$ cat src/rtl/prng_pkg.sv
// Shared constants for the Park-Miller sequencer: FSM encodings, default seeds
// and the multiplier/modulus driven to the core.
package prng_pkg;

  localparam logic [2:0] ST_IDLE   = 3'd0;
  localparam logic [2:0] ST_CLEAR  = 3'd1;
  localparam logic [2:0] ST_ISSUE  = 3'd2;
  localparam logic [2:0] ST_WAIT   = 3'd3;
  localparam logic [2:0] ST_PUSH   = 3'd4;
  localparam logic [2:0] ST_FINISH = 3'd5;

  localparam logic [31:0] DEF_SEED0   = 32'd5;
  localparam logic [31:0] DEF_SEED1   = 32'd7;
  localparam logic [31:0] DEF_SEED2   = 32'd9;
  localparam logic [31:0] DEF_SEED3   = 32'd11;
  localparam logic [31:0] DEF_PARAM_A = 32'd16807;
  localparam logic [31:0] DEF_PARAM_M = 32'h7FFF_FFFF;

  function automatic logic [31:0] seed_pick(input logic [1:0]  sel,
                                            input logic [31:0] s0,
                                            input logic [31:0] s1,
                                            input logic [31:0] s2,
                                            input logic [31:0] s3);
    logic [31:0] r;
    case (sel)
      2'd0:    r = s0;
      2'd1:    r = s1;
      2'd2:    r = s2;
      default: r = s3;
    endcase
    return r;
  endfunction

endpackage

$ cat src/rtl/prng_watchdog.sv
// Loadable down-counter; flags a timeout once it has counted TIMEOUT enabled
// cycles since the last load.
module prng_watchdog #(
  parameter int TIMEOUT = 1024,
  localparam int W      = $clog2(TIMEOUT + 1)
) (
  input  logic clk,
  input  logic rst,
  input  logic load,
  input  logic en,
  output logic timeout
);

  logic [W-1:0] cnt;

  always_ff @(posedge clk) begin
    if (rst) begin
      cnt <= '0;
    end else if (load) begin
      cnt <= W'(TIMEOUT - 1);
    end else if (en && cnt != '0) begin
      cnt <= cnt - 1'b1;
    end
  end

  assign timeout = en && (cnt == '0);

endmodule

$ cat src/rtl/prng_seq_ctrl.sv
// Sequencer around a Park-Miller core: seeds it, chains each result back as
// the next seed, and streams results to the p2s converter.
module prng_seq_ctrl
  import prng_pkg::*;
#(
  parameter logic [31:0] SEED0   = DEF_SEED0,
  parameter logic [31:0] SEED1   = DEF_SEED1,
  parameter logic [31:0] SEED2   = DEF_SEED2,
  parameter logic [31:0] SEED3   = DEF_SEED3,
  parameter logic [31:0] PARAM_A = DEF_PARAM_A,
  parameter logic [31:0] PARAM_M = DEF_PARAM_M,
  parameter int          CNT_W   = 16,
  parameter int          TIMEOUT = 1024
) (
  input  logic             clk,
  input  logic             rst,
  input  logic             start,
  input  logic             stop,
  input  logic [1:0]       sel,
  input  logic [CNT_W-1:0] num,
  input  logic             prng_done,
  input  logic [31:0]      prng_rand,
  output logic             prng_start,
  output logic [31:0]      prng_seed,
  output logic [31:0]      prng_a,
  output logic [31:0]      prng_m,
  input  logic             p2s_ready,
  output logic             p2s_valid,
  output logic [31:0]      p2s_data,
  output logic [31:0]      seed,
  output logic             busy,
  output logic             run_done,
  output logic             err
);

  logic [2:0]       state;
  logic [CNT_W-1:0] remaining;
  logic             free;
  logic             stop_pend;
  logic             wd_timeout;
  logic [31:0]      seed_sel;

  assign seed_sel   = seed_pick(sel, SEED0, SEED1, SEED2, SEED3);
  assign prng_a     = PARAM_A;
  assign prng_m     = PARAM_M;
  assign prng_start = (state == ST_ISSUE);
  assign busy       = (state != ST_IDLE);
  assign run_done   = (state == ST_FINISH);

  // Watchdog only counts while the core owes us a result, never during PUSH.
  prng_watchdog #(.TIMEOUT(TIMEOUT)) u_wd (
    .clk     (clk),
    .rst     (rst),
    .load    (state == ST_ISSUE),
    .en      (state == ST_WAIT),
    .timeout (wd_timeout)
  );

  always_ff @(posedge clk) begin
    if (rst) begin
      state     <= ST_IDLE;
      seed      <= '0;
      prng_seed <= '0;
      p2s_data  <= '0;
      p2s_valid <= 1'b0;
      err       <= 1'b0;
      remaining <= '0;
      free      <= 1'b0;
      stop_pend <= 1'b0;
    end else begin
      if (stop && state != ST_IDLE) stop_pend <= 1'b1;
      case (state)
        ST_IDLE: begin
          if (start) begin
            seed      <= seed_sel;
            prng_seed <= seed_sel;
            remaining <= num;
            free      <= (num == '0);
            err       <= 1'b0;
            stop_pend <= 1'b0;
            state     <= ST_CLEAR;
          end
        end
        // The core keeps done high from the previous number; wait it out.
        ST_CLEAR: if (!prng_done) state <= ST_ISSUE;
        ST_ISSUE: state <= ST_WAIT;
        ST_WAIT: begin
          if (prng_done) begin
            p2s_data  <= prng_rand;
            prng_seed <= prng_rand;
            p2s_valid <= 1'b1;
            state     <= ST_PUSH;
          end else if (wd_timeout) begin
            err   <= 1'b1;
            state <= ST_FINISH;
          end
        end
        ST_PUSH: begin
          if (p2s_ready) begin
            p2s_valid <= 1'b0;
            if (!free) remaining <= remaining - 1'b1;
            if ((!free && remaining == CNT_W'(1)) || stop_pend || stop)
              state <= ST_FINISH;
            else
              state <= ST_CLEAR;
          end
        end
        ST_FINISH: state <= ST_IDLE;
        default:   state <= ST_IDLE;
      endcase
    end
  end

endmodule

$ cat config.mk
export PLATFORM = sky130hd
export DESIGN_NAME = prng_seq_ctrl
export DESIGN_NICKNAME = d
export VERILOG_FILES = /design/src/rtl/prng_pkg.sv /design/src/rtl/prng_watchdog.sv /design/src/rtl/prng_seq_ctrl.sv
export SDC_FILE = /design/constraint.sdc
export NUM_CORES = 1
export LEC_CHECK = 0
export BUFFER_PORTS_ARGS = -buffer_cell sky130_fd_sc_hd__buf_2
export CORE_AREA = 2 2 106 108
export DETAILED_ROUTE_END_ITERATION = 7
export DIE_AREA = 0 0 108 110
export PLACE_DENSITY = 0.83
export SYNTH_ARGS = -nofsm -noshare
export SYNTH_HDL_FRONTEND = slang
export SYNTH_SLANG_ARGS = --single-unit
$ cat constraint.sdc
create_clock -name clk -period 2.41 [get_ports clk]
set_clock_uncertainty 0.05 [all_clocks]
set_input_delay 0.482 -clock clk [delete_from_list [all_inputs] [get_ports clk]]
set_output_delay 0.482 -clock clk [all_outputs]
set_load 0.005 [all_outputs]
==> results.yml, run 1 <==
cts:
  cts_tree: "yes"
  post_cts_buffers: 0
  cts.path.max_buffers: 2
  post_cts.resized_instances: 0
  tritoncts.num_buffers: 9
  clkSlewWorstSetupHoldPaths_ns: 0.11
  clock_tree.htree_level_count: 3
  cts-root-buf: "sky130_fd_sc_hd__clkbuf_8"
  clkSinkCount: 102
  cts-hold-fix-buffers: 0
  worstSkewPairLatency_ns: 0.35
grt:
  grt_antenna_before_repair: 0
  gr-usage-all-layers_pct: 19.4
  first_pass_grt_wire_length_um: 18700
  pin_count_of_the_biggest_net_entering_global_routing: 37
  vias_in_the_first_global_route: 3919
  gr-total-overflow: 0
sta:
  final_max_slew_viol_count: 0
  timing.final.crit_share_pct: 95.4
  holdWs_ns: 0.319
  max_clock_freq_ghz: 0.435
  finalCriticalPeriod_ns: 2.30
  final-hold-violation-count: 0
  timing.final.setup_violations: 0
  grt_setup_unrepaired: "false"
  max_slew.worst_pin.slew_ns: 0.565
  post-route-worst-setup-slack_ns: 0.112
  slew_headroom_pct: 62.0
  setup_total_negative_slack_ns: 0
critical_path:
  slowest_delay_ns: 0.59
  cp_top_family: "flip-flops"
  critPathBufInv: 3
  timing_worst_setup_path_type: "flip-flop to output pin"
  timing.critical_path.required_ns: 1.88
  r2r.worst_path.cells: 6
  r2r-end: "u_wd.cnt[8]"
  timing.critical_path.arrival_ns: 1.77
  reg2reg_setup_slack_ns: 0.35
  worstSetupStartpoint: "state[0]"
  cp-end-kind: "output pin"
  cp_cell_sequence: "buf_4 -> nand2b_1 -> inv_1 -> buf_2"
  rr_startpoint: "u_wd.cnt[0]"
  slowest_stage: "sky130_fd_sc_hd__dfxtp_1"
  critical_path.startpoint_type: "flip-flop"
  worst-path-max-fanout: 13
die:
  rows: 38
  core_area_um2: 10700
  floorplan.die.width_um: 108
  start_util_pct: 47.0
  dieArea_um2: 11900
  die_h_um: 110
  top_level_pins: 221
finish:
  antenna-diode-count: 0
  finalInstanceArea_um2: 5690
  drive_above_1_share_pct: 23.4
  most-common-layout-cells: "128 x sky130_fd_sc_hd__buf_2, 114 x sky130_fd_sc_hd__nand2_1, 102 x sky130_fd_sc_hd__dfxtp_1, 92 x sky130_fd_sc_hd__conb_1, 84 x sky130_fd_sc_hd__a21oi_1"
  multiInputGateArea_um2: 2440
  combined_flip_flop_and_latch_cell_area_um2: 2040
  area_growth_pct: 13.3
  final_nets: 806
  post_layout_nonfiller_instances: 891
  fin_util_pct: 53.2
  n_fill_cell: 1087
  mostFrequentLayoutCell: "sky130_fd_sc_hd__buf_2"
synth:
  synth_seq_cells: 102
  share_of_synthesized_flip_flops_with_an_asynchronous_set_or_reset_pct: 0
  post_synth_inst_count: 625
  synth_cell_type_count: 61
  mapped_cell_area_um2: 5020
  synthesis.yosys.warnings: 0
  number_of_enable_flip_flop_cells_after_synthesis: 0
  post_synth.cell_area_avg_um2: 8.04
  ys_seq_area_share_pct: 40.6
  main_synth_ff_type: "sky130_fd_sc_hd__dfxtp_1"
hold_path:
  min-delay-path-class: "primary input to flip-flop"
  min_from: "sel[0]"
  worstHoldEndpoint: "seed[1]"
  hold_path_depth: 3
detailed_routing:
  ant_nets: 0
  drc: 0
  via_count: 4473
  detailedRoute.firstPassIterationCount: 4
  drt_wl_total_um: 12100
  wl_per_cell_um: 13.6
  vias_per_cell: 5.02
  drt-initial-drc-count: 206
run:
  max_cap_viol_count: 0
run_status:
  run_status: "finished, final reports clean"
power:
  sequential_cell_fraction_of_total_power_pct: 50.6
  netsw_mw: 1.11
  leakage_nw: 2.54
  power.share.switching_pct: 30.4
  total_power_of_the_final_layout_mw: 3.64
  combPwrFrac_pct: 18.6
  share_clk_of_total_power_pct: 30.8
  power_density_nw_per_um2: 639
  cellInternalPower_mw: 2.53
  vdd_drop_max_mv: 0.336
place:
  placed_cells: 875
  routabilityCongestion: 0.854
  detailedPlace.worstSlack_ns: 0.388
  io_buffers: 128
  detailedPlacementHpwl_um: 8740
  placed_area_um2: 5480
how the worst max path moves through the flow:
stage	endpoint	slack, ns	cells past startpoint
detailed placement	u_wd.cnt[8]	0.39	6
finish	prng_start	0.11	4
global placement	u_wd.cnt[8]	0.44	6
floorplan	u_wd.cnt[6]	0.47	7
global route	prng_start	0.005	4
CTS	prng_start	0.06	4
cells in the mapped netlist, drive strengths merged, types with 3 or more instances:
library cell,instances,area share (%)
a22oi,5,0.75
nand4,7,0.87
nor2b,3,0.37
and2,3,0.37
nor2,28,2.1
buf,103,15
inv,13,0.97
nand2b,4,0.50
o21ai,17,1.7
o32ai,3,0.52
o211ai,3,0.45
a21oi,84,8.4
a21o,3,0.45
a211oi,5,0.75
o221a,3,0.67
nand4b,4,0.70
or4,6,0.95
ha,4,1.0
a311oi,4,0.70
o31a,3,0.52
nor3b,6,1.0
a31oi,13,1.6
or3,7,1.0
nor3,13,1.5
clkbuf,23,1.7
nand3,5,0.50
dfxtp,102,41
nor4,7,0.87
nand2,114,8.5
power by group through the flow:
stage	clock (mW)	combinational, mW	sequential [mW]
floorplan	0	0.566	1.85
global placement	0	0.654	1.87
detailed placement	0	0.666	1.87
CTS	1.16	0.668	1.84
global route	1.22	0.755	1.85
finish	1.12	0.676	1.84
area by class of cell:
cell class	instances	area share, %
Timing Repair Buffer	146	13.6
Clock buffer	10	2.24
Multi-Input combinational cell	474	43.0
Clock inverter	6	1.34
Sequential cell	102	35.9
Inverter	13	0.858
Tap cell	140	3.08
cell families after synthesis:
kind of cell	share of synthesized area (%)
AND/OR/NAND/NOR	21.7
adder cells (fa/ha/maj)	0.996
flip-flops	40.6
buffers and inverters	17.6
other	0.149
XOR/XNOR	0.349
AO/OA/AOI/OAI	18.2
multiplexers	0.399
sequential cells by signal, indices dropped and copies added, names as in the netlist:
name	flops
p2s_data	32
prng_seed	32
remaining	16
u_wd.cnt	11
seed	4
state	3
err	1
free	1
p2s_valid	1
stop_pend	1
worst register-to-register path, cell delays in order, from the launching register on:
cell and delay [ns]:
sky130_fd_sc_hd__dfxtp_1 0.40, sky130_fd_sc_hd__inv_1 0.08, sky130_fd_sc_hd__ha_1 0.21, sky130_fd_sc_hd__nor3b_1 0.18
sky130_fd_sc_hd__and2_1 0.28, sky130_fd_sc_hd__or4_2 0.63, sky130_fd_sc_hd__a31oi_1 0.16
layer usage:
layer	vias up	global-route usage, %	wire, µm
met5	-	0	0
met3	14	4.29	878
met1	2047	25.5	5170
met4	0	5.86	144
met2	177	32.1	5900
li1	2235	-	-
(Power assumes the default switching activity.)
==> run 2, diff against run 1 <==
Settings changed: PLACE_DENSITY 0.83 to default, PLACE_DENSITY_LB_ADDON from default to 0.2.
==> run 2 against run 1 <==
Effect of this change:
- power grew 1.2%
- largest power group unchanged
- register-to-register slack lost 0.10 ns
- flip-flop and latch count is the same
- routed wire length grew 3.4%
- worst setup slack gained 0.025 ns
==> results.yml, run 2 (synthesis gave the netlist of run 1 again) <==
run_status:
  run_status: "finished, final reports clean"
power:
  vdd_drop_max_mv: 0.268
  total_power_of_the_final_layout_mw: 3.68
  cellInternalPower_mw: 2.60
  combPwrFrac_pct: 18.4
  sequential_cell_fraction_of_total_power_pct: 50.0
  power.share.switching_pct: 29.2
  leakage_nw: 2.53
  share_clk_of_total_power_pct: 31.6
  power_density_nw_per_um2: 648
  netsw_mw: 1.07
sta:
  timing.final.setup_violations: 0
  max_clock_freq_ghz: 0.440
  post-route-worst-setup-slack_ns: 0.137
  max_slew.worst_pin.slew_ns: 1.24
  final-hold-violation-count: 0
  finalCriticalPeriod_ns: 2.27
  final_max_slew_viol_count: 0
  timing.final.crit_share_pct: 94.3
  slew_headroom_pct: 17.3
  grt_setup_unrepaired: "true"
grt:
  grt_antenna_before_repair: 0
  gr-usage-all-layers_pct: 20.5
  first_pass_grt_wire_length_um: 19300
  vias_in_the_first_global_route: 4022
  gr-total-overflow: 0
  pin_count_of_the_biggest_net_entering_global_routing: 64
critical_path:
  worst-path-max-fanout: 15
  cp_cell_sequence: "nor2b_2 -> nand2b_1 -> inv_1 -> buf_2"
  slowest_stage: "sky130_fd_sc_hd__dfxtp_2"
  cp-end-kind: "output pin"
  cp_top_family: "simple AND/OR/NAND/NOR gates"
  timing_worst_setup_path_type: "flip-flop to output pin"
  reg2reg_setup_slack_ns: 0.25
  timing.critical_path.required_ns: 1.88
  critPathBufInv: 2
  slowest_delay_ns: 0.50
  critical_path.startpoint_type: "flip-flop"
  timing.critical_path.arrival_ns: 1.74
die:
  die_h_um: 110
  start_util_pct: 47.0
  core_area_um2: 10700
  rows: 38
  top_level_pins: 221
  floorplan.die.width_um: 108
  dieArea_um2: 11900
finish:
  antenna-diode-count: 0
  area_growth_pct: 13.0
  final_nets: 802
  drive_above_1_share_pct: 23.1
  most-common-layout-cells: "128 x sky130_fd_sc_hd__buf_2, 114 x sky130_fd_sc_hd__nand2_1, 101 x sky130_fd_sc_hd__dfxtp_1, 92 x sky130_fd_sc_hd__conb_1, 84 x sky130_fd_sc_hd__a21oi_1"
  largestRegisters: "p2s_data (32), prng_seed (32), remaining (16)"
  mostFrequentLayoutCell: "sky130_fd_sc_hd__buf_2"
cts:
  cts-root-buf: "sky130_fd_sc_hd__clkbuf_8"
  cts-hold-fix-buffers: 0
  clock_tree.htree_level_count: 3
  cts_tree: "yes"
  tritoncts.num_buffers: 9
  clkSlewWorstSetupHoldPaths_ns: 0.10
  clkSinkCount: 102
  cts.path.max_buffers: 2
  worstSkewPairLatency_ns: 0.36
place:
  routabilityCongestion: 0.923
  io_buffers: 128
  detailedPlacementHpwl_um: 8980
  detailedPlace.worstSlack_ns: 0.0495
detailed_routing:
  detailedRoute.firstPassIterationCount: 4
  wl_per_cell_um: 14.1
  drc: 0
  drt-initial-drc-count: 237
  drt_wl_total_um: 12500
  vias_per_cell: 5.04
  via_count: 4461
  ant_nets: 0
hold_path:
  min-delay-path-class: "primary input to flip-flop"
run:
  max_cap_viol_count: 0
==> run 2: cell types whose count changed in the layout (fill, tap and decap cells not counted), sizes merged <==
cell | previous run | this run
inv | 16 | 15
buf | 146 | 142
bufinv | 1 | 2
clkinv | 2 | 1
clkbuf | 10 | 9
==> run 2: tightest hold or removal path, stage by stage <==
cell and delay (ns):
sky130_fd_sc_hd__buf_2 0.09, sky130_fd_sc_hd__nand2_1 0.06, sky130_fd_sc_hd__a21oi_1 0.06
==> run 2: power by group through the flow <==
stage	combinational [mW]	sequential, mW	clock (mW)
3_5_place_dp	0.672	1.87	0
2_1_floorplan	0.566	1.85	0
4_1_cts	0.675	1.84	1.20
6_report	0.677	1.84	1.16
3_3_place_gp	0.663	1.87	0
5_1_grt	0.755	1.85	1.27
==> run 2: per-stage QoR <==
stage               TNS (ns)  hold slack (ns)  instance area, µm²  utilization (%)  instances
detailed placement         0            0.395                5470             51.1        871
floorplan                  0            0.394                5360                -        715
global placement           0            0.389                5470             51.1        871
global route        -0.00450            0.309                5680             53.1        885
CTS                        0            0.305                5680             53.1        885
finish                     0            0.323                5680             53.1        885
==> run 2: layout make-up <==
type / instances / area (µm²)
clock buffers: 9 / 124
repair buffers: 142 / 758
flip-flops and latches: 102 / 2040
clock inverters: 5 / 82.6
well taps: 140 / 175
inverters: 13 / 48.8
fillers: 1040 / 5020
multi-input cells: 474 / 2440
==> run 2: what timing repair did <==
item	in CTS	in global routing
gates resized for setup	2	0
setup buffers	0	0
setup endpoints to repair	1	1
==> run 2: layer usage <==
layer,GRT usage (%),vias up,wire [µm]
met5,0,-,0
met4,6.59,0,168
met3,4.12,14,797
met2,36.8,161,6420
met1,24.7,2078,5130
li1,-,2208,-
==> run 2: final timing paths <==
check / startpoint / end / cells past startpoint
setup / recovery: state[1] / prng_start / 4
hold reg to reg: p2s_data[31] / p2s_data[31] / 2
setup reg to reg: state[2] / prng_seed[31] / 5
hold / removal: prng_rand[22] / p2s_data[22] / 3
==> run 3, diff against run 2 <==
Settings changed: ABC_CLOCK_PERIOD_IN_PS from default to 2410, REMOVE_ABC_BUFFERS from default to 1.
==> run 3 against run 2 <==
Effect of this change:
- first-iteration DRC count grew 20%
- clock-buffer cell count grew 2
- via count grew 1.3%
- sequential power is essentially flat
- sequential share of layout area is essentially flat
- register-to-register slack gained 0.05 ns
- hold slack lost 0.0026 ns
- clock power shrank 3%
- flip-flop and latch count is the same
- global-route usage shrank 0.14 points
- critical path depth is the same
- largest cell class unchanged
- largest power group unchanged
- highest routed layer unchanged
==> results.yml, run 3 (synthesis gave the netlist of run 1 again) <==
power:
  vdd_drop_max_mv: 0.272
  leakage_nw: 2.53
  power_density_nw_per_um2: 639
  total_power_of_the_final_layout_mw: 3.63
finish:
  n_fill_cell: 1050
  drive_above_1_share_pct: 23.4
  mostFrequentLayoutCell: "sky130_fd_sc_hd__buf_2"
  post_layout_nonfiller_instances: 889
  fin_util_pct: 53.1
  largestRegisters: "p2s_data (32), prng_seed (32), remaining (16)"
  area_growth_pct: 13.0
  antenna-diode-count: 0
  most-common-layout-cells: "128 x sky130_fd_sc_hd__buf_2, 114 x sky130_fd_sc_hd__nand2_1, 101 x sky130_fd_sc_hd__dfxtp_1, 92 x sky130_fd_sc_hd__conb_1, 84 x sky130_fd_sc_hd__a21oi_1"
  final_nets: 804
  finalInstanceArea_um2: 5680
sta:
  max_clock_freq_ghz: 0.448
  finalCriticalPeriod_ns: 2.23
  final_max_slew_viol_count: 0
  slew_headroom_pct: 59.1
  max_slew.worst_pin.slew_ns: 0.608
  setup_total_negative_slack_ns: 0
  timing.final.crit_share_pct: 92.7
  holdWs_ns: 0.321
  final-hold-violation-count: 0
  post-route-worst-setup-slack_ns: 0.176
  timing.final.setup_violations: 0
  grt_setup_unrepaired: "false"
detailed_routing:
  detailedRoute.firstPassIterationCount: 5
  ant_nets: 0
  drt_wl_total_um: 12500
  via_count: 4521
  drt-initial-drc-count: 284
  vias_per_cell: 5.09
  drc: 0
  wl_per_cell_um: 14.0
run:
  max_cap_viol_count: 0
grt:
  pin_count_of_the_biggest_net_entering_global_routing: 50
  gr-usage-all-layers_pct: 20.4
  vias_in_the_first_global_route: 3947
  grt_antenna_before_repair: 0
  gr-total-overflow: 0
  first_pass_grt_wire_length_um: 19200
critical_path:
  timing.critical_path.arrival_ns: 1.70
  timing.critical_path.required_ns: 1.88
  timing_worst_setup_path_type: "flip-flop to output pin"
  cp-end-kind: "output pin"
  worst-path-max-fanout: 15
  critical_path.startpoint_type: "flip-flop"
run_status:
  run_status: "finished, final reports clean"
cts:
  clkSinkCount: 102
  clock_tree.htree_level_count: 3
  worstSkewPairLatency_ns: 0.37
  cts-hold-fix-buffers: 0
  cts_tree: "yes"
  clkSlewWorstSetupHoldPaths_ns: 0.10
  post_cts_buffers: 0
  cts-root-buf: "sky130_fd_sc_hd__clkbuf_8"
  tritoncts.num_buffers: 9
  cts.path.max_buffers: 2
die:
  start_util_pct: 47.0
  top_level_pins: 221
  die_h_um: 110
  rows: 38
  core_area_um2: 10700
  floorplan.die.width_um: 108
  dieArea_um2: 11900
place:
  placed_cells: 873
  routabilityCongestion: 0.867
  io_buffers: 128
  detailedPlace.worstSlack_ns: 0.324
  detailedPlacementHpwl_um: 9160
  placed_area_um2: 5470
hold_path:
  min-delay-path-class: "primary input to flip-flop"
## run 3: changes by cell type in the layout (fill, tap and decap cells not counted), sizes merged
cell	previous run	this run
clkinvlp	0	1
clkbuf	9	11
buf	142	144
bufinv	2	1
## run 3: metal layers
layer	GRT usage, %	part of all wire (%)
met1	25.6	43
met2	35.8	49
met3	4.29	7.1
met4	5.22	1.0
met5	0	0
## run 3: area by class of cell
class | instances | area, µm² | share of cell area, %
multi-input combinational | 474 | 2440 | 43.1
sequential | 102 | 2040 | 36.0
inverter | 13 | 48.8 | 0.859
tap | 140 | 175 | 3.09
clock inverter | 5 | 63.8 | 1.12
clock buffer | 11 | 141 | 2.49
timing repair buffer | 144 | 761 | 13.4
## run 3: worst max-delay path, stage by stage (launching register included)
cell and delay [ns]:
sky130_fd_sc_hd__dfxtp_2 0.49, sky130_fd_sc_hd__nor2b_2 0.31, sky130_fd_sc_hd__nand2b_1 0.23, sky130_fd_sc_hd__inv_1 0.17
sky130_fd_sc_hd__buf_2 0.13
## run 3: report_power, final
group / switching (mW) / internal [mW] / total, mW
Clock: 0.597 / 0.519 / 1.12
Combinational: 0.411 / 0.266 / 0.678
Sequential: 0.0774 / 1.76 / 1.84
Total: 1.09 / 2.54 / 3.63
## run 3: timing repair
action | CTS | global route
cloned | 0 | 0
endpoints found under the hold margin | 0 | 0
setup endpoints to repair | 1 | 1
resized for setup | 1 | 1
pin swaps | 0 | 0
## run 3: worst paths after layout
check	startpoint	endpoint	slack (ns)	cells past startpoint
hold / removal	prng_rand[21]	prng_seed[21]	0.32	3
setup reg to reg	u_wd.cnt[0]	u_wd.cnt[6]	0.30	6
hold reg to reg	prng_seed[18]	prng_seed[18]	0.41	2
setup / recovery	state[1]	prng_start	0.18	4
